`config.mk`:
```
export PLATFORM = sky130hd
export DESIGN_NAME = serial_frame_rx
export DESIGN_NICKNAME = d
export VERILOG_FILES = /design/src/rtl/serial_frame_rx.sv
export SDC_FILE = /design/constraint.sdc
export NUM_CORES = 1
export LEC_CHECK = 0
export CAP_MARGIN = 10
export CORE_UTILIZATION = 41
export DETAILED_ROUTE_END_ITERATION = 10
export HOLD_SLACK_MARGIN = 0.08
export PLACE_DENSITY = 0.72
export RECOVER_POWER = 25
export SLEW_MARGIN = 10
export SYNTH_ARGS = -nofsm -noshare
export SYNTH_HDL_FRONTEND = slang
export SYNTH_SLANG_ARGS = --single-unit
```
`constraint.sdc`:
```
create_clock -name CP -period 3 [get_ports CP]
set_input_delay 0.3 -clock CP [delete_from_list [all_inputs] [get_ports CP]]
set_output_delay 0.3 -clock CP [all_outputs]
set_load 0.01 [all_outputs]
```
`src/rtl/serial_frame_rx.sv`:
```
// serial_frame_rx: deserialises start/data/parity/stop frames into a handshaked parallel word
module serial_frame_rx #(
  parameter int WIDTH = 4,
  parameter int PARITY = 1
) (
  input  logic             CP,
  input  logic             CR,
  input  logic             SIN,
  input  logic             SEN,
  input  logic             ACK,
  output logic [WIDTH-1:0] Q,
  output logic             VALID,
  output logic             PERR,
  output logic             FERR,
  output logic             OVR
);
  localparam int CW = $clog2(WIDTH);
  typedef enum logic [1:0] {IDLE, DATA, PAR, STOP} state_t;
  state_t state;
  logic [WIDTH-1:0] shreg;
  logic [CW-1:0] cnt;
  logic par;
  always_ff @(posedge CP) begin
    if (CR) begin
      state <= IDLE;
      shreg <= '0;
      cnt <= '0;
      par <= 1'b0;
      Q <= '0;
      VALID <= 1'b0;
      PERR <= 1'b0;
      FERR <= 1'b0;
      OVR <= 1'b0;
    end else begin
      PERR <= 1'b0;
      FERR <= 1'b0;
      if (ACK && VALID) VALID <= 1'b0;
      if (SEN) begin
        case (state)
          IDLE: if (!SIN) begin
            state <= DATA;
            shreg <= '0;
            cnt <= '0;
            par <= 1'b0;
          end
          DATA: begin
            shreg <= {shreg[WIDTH-2:0], SIN};
            par <= par ^ SIN;
            cnt <= cnt + CW'(1);
            if (cnt == CW'(WIDTH - 1)) state <= (PARITY != 0) ? PAR : STOP;
          end
          PAR: begin
            par <= par ^ SIN;
            state <= STOP;
          end
          STOP: begin
            state <= IDLE;
            // a good frame completing alongside ACK replaces the word instead of clearing VALID
            if (!SIN) FERR <= 1'b1;
            else if ((PARITY != 0) && par) PERR <= 1'b1;
            else if (!VALID || ACK) begin
              Q <= shreg;
              VALID <= 1'b1;
            end else OVR <= 1'b1;
          end
        endcase
      end
    end
  end
endmodule

```
==> metrics.md <==
| Metric | Value |
|---|---|
| First-pass GRT wire length | 2159 um |
| Worst hold path type | flip-flop to flip-flop |
| Yosys synthesis warning count | 0 |
| Crit end category | flip-flop |
| Final setup TNS | 0 ns |
| P_int | 0.3005 mW |
| Arr. time, crit path | 1.94 ns |
| Status | finished clean |
| Cell count after synthesis | 81 |
| Largest net degree at the start of global routing | 19 |
| Initial Util | 44.44% |
| Detail-routed via count per cell | 4.917 |
| Design Area, Final | 940.9 sq um |
| Pwr Density | 427.7 nW/um^2 |
| Slew HR | 61.52% |
| Power Total | 0.4024 mW |
| Max-cap violations | 0 |
| # hold bufs at CTS | 0 |
| Crit path max fanout | 8 |
| Row cnt | 15 |
| Crit path time final | 1.719 ns |
| Initial antenna violation count | 0 |
| Setup Viol. Count Final | 0 |
| Worst Tran Pin Value | 0.5754 ns |
| Switching part of the total | 25.33% |
| Post-CTS setup buffer count | 0 |
| Worst setup SP type | flip-flop |
| Commonest non-fill, non-tap cells in the layout | 17 x dfxtp_1, 11 x clkdlybuf4s50_1, 10 x nand2b_1 |
| Total CTS buffers | 3 |
| Core area | 1745 sq um |
| CTS H-Tree Depth | 1 |
| Clock power share | 30.0% |
| Max incr delay on CP | 0.51 ns |
| Clock Latency Late Sink | 0.28 ns |
| CP max stage cell | or4b_4 |
| LEAKAGE | 0.3537 nW |
| NetSw | 0.1019 mW |
| ANT nets after route | 0 |
| Routed wire length | 1336 um |
| Die height | 45.50 um |
| Initial drt markers | 8 |
| Post-Place Worst Slack | 1.040 ns |
| Setup ws final | 1.281 ns |
| Syn_nets | 92 |
| Post-Syn Area | 775.7 sq um |
| DR pass1 iterations | 2 |
| Cell Chain, Critical Path | inv_1 > ha_1 > a21bo_1 > or4b_4 > a21oi_2 |
| TritonCTS clock tree | built |
| Final hold viol count | 0 |
| Area grow syn2layout | 21.29% |
| Tot GR Track Use | 14.86% |
| Clock Sinks | 17 |
| Critical path type | flip-flop to flip-flop |
| Unrepaired setup endpoints after global routing | no |
| FF+latch count, synth | 17 |
| Sequential power share | 57.8% |
| Port bufs | 12 |
| Total die area | 2070 sq um |
| Root Buffer | clkbuf_4 |
| Synth cell types | 24 |
| Detailed Place HPWL | 961.3 um |
| Final Skew | 0.006759 ns |
| Period utilization | 57.31% |
| IO Count | 13 |
| Clk slew on worst S/H paths | 0.11 ns |
| Die X | 45.50 um |
| Syn Area/Cell | 9.577 sq um |
| Fmax | 581.6 MHz |
| Gate power share | 12.2% |
| VDD IR max | 225.1 uV |
| Layout net count | 107 |
| Cells resized by post-CTS repair | 0 |
| GRT overflow | 0 |
| Register area share after synthesis | 43.87% |
| GP Congestion | 0.7053 |
| Routed len/inst | 11.13 um |
| Maximum buffer depth of the clock tree | 2 |
| Most common cell after layout, fill and taps aside | dfxtp_1 |
| Placed Area | 919.6 sq um |
| Routed vias | 590 |
| Required time of the critical path | 3.22 ns |
| Residual DRC count | 0 |
| ANT cells | 0 |
| Share of layout cells above drive strength 1 | 8.421% |
| Slew Limit Fails | 0 |
| Vias in the first global route | 506 |
| Hold Slack | 0.4778 ns |
-- cells in the mapped netlist --
library cell	n	share of area [%]
dfxtp_1	17	44
clkbuf_1	2	0.97
nand4b_1	1	1.1
o21ba_2	1	1.3
a21o_1	1	0.97
a21boi_2	1	1.5
nand4_1	1	0.81
nand3b_1	2	1.9
o21ai_0	6	3.9
inv_1	4	1.9
nor2b_1	1	0.81
nor2_1	4	1.9
nand3_1	2	1.3
or4b_4	1	1.8
or3_1	1	0.81
ha_1	6	9.7
a21bo_4	1	2.1
a21oi_2	1	1.1
a21oi_1	6	3.9
mux2i_1	4	5.2
nor3_1	2	1.3
nand2b_1	10	8.1
nand2_1	3	1.5
o22ai_1	3	2.4
-- flip-flops by register name, indices dropped and copies added, names as in the netlist --
register	cells
par	1
OVR	1
PERR	1
VALID	1
FERR	1
cnt	2
state	2
Q	4
shreg	4
-- routing by layer --
| layer | track usage, % | vias up | wire, um |
|---|---|---|---|
| met3 | 3.571 | 2 | 36 |
| met5 | 0 | - | 0 |
| met1 | 18.58 | 270 | 693 |
| li1 | - | 312 | - |
| met2 | 24.57 | 6 | 594 |
| met4 | 5.455 | 0 | 12 |
-- final cells by class --
cell class	instances	area [sq um]
Tap cell	25	31.28
Multi-Input combinational cell	58	406.6
Clock buffer	3	22.52
Clock inverter	1	5.005
Fill cell	173	804.5
Timing Repair Buffer	12	120.1
Sequential cell	17	340.3
Inverter	4	15.01
-- path summary, 6_finish.rpt --
kind	slack, ns	end	depth (start not counted)	start
min	0.48	PERR$_SDFF_PP0_	2	par$_SDFFE_PP0P_
max reg2reg	1.28	par$_SDFFE_PP0P_	5	state[0]$_SDFFE_PP0P_
max	1.28	par$_SDFFE_PP0P_	5	state[0]$_SDFFE_PP0P_
min reg2reg	0.48	PERR$_SDFF_PP0_	2	par$_SDFFE_PP0P_
-- power groups by stage --
stage	clock network, mW	registers [mW]	logic (mW)
CTS	0.123	0.233	0.0512
global route	0.132	0.233	0.0548
detailed placement	0	0.238	0.0510
floorplan	0	0.237	0.0359
global placement	0	0.238	0.0497
finish	0.121	0.233	0.0491
-- worst max-delay path, delay by kind of cell (launching register included) --
family / cells / cell delay, ns
simple gates: 1 / 0.51
flops: 1 / 0.40
compound gates: 2 / 0.40
fa+ha+maj: 1 / 0.27
buf+inv: 1 / 0.08
-- metrics by stage --
stage               cells  utilization, %
floorplan              81               -
global placement      116           52.69
detailed placement    116           52.69
CTS                   120           54.27
global route          120           53.91
finish                120           53.91
-- cells by family after synthesis --
group	count (synthesis)	synth area share, %
simple gates	28	21.29
compound gates	20	17.10
flops	17	43.87
buf+inv	6	2.903
fa+ha+maj	6	9.677
mux	4	5.161
Power figures use the tool's default switching activity.
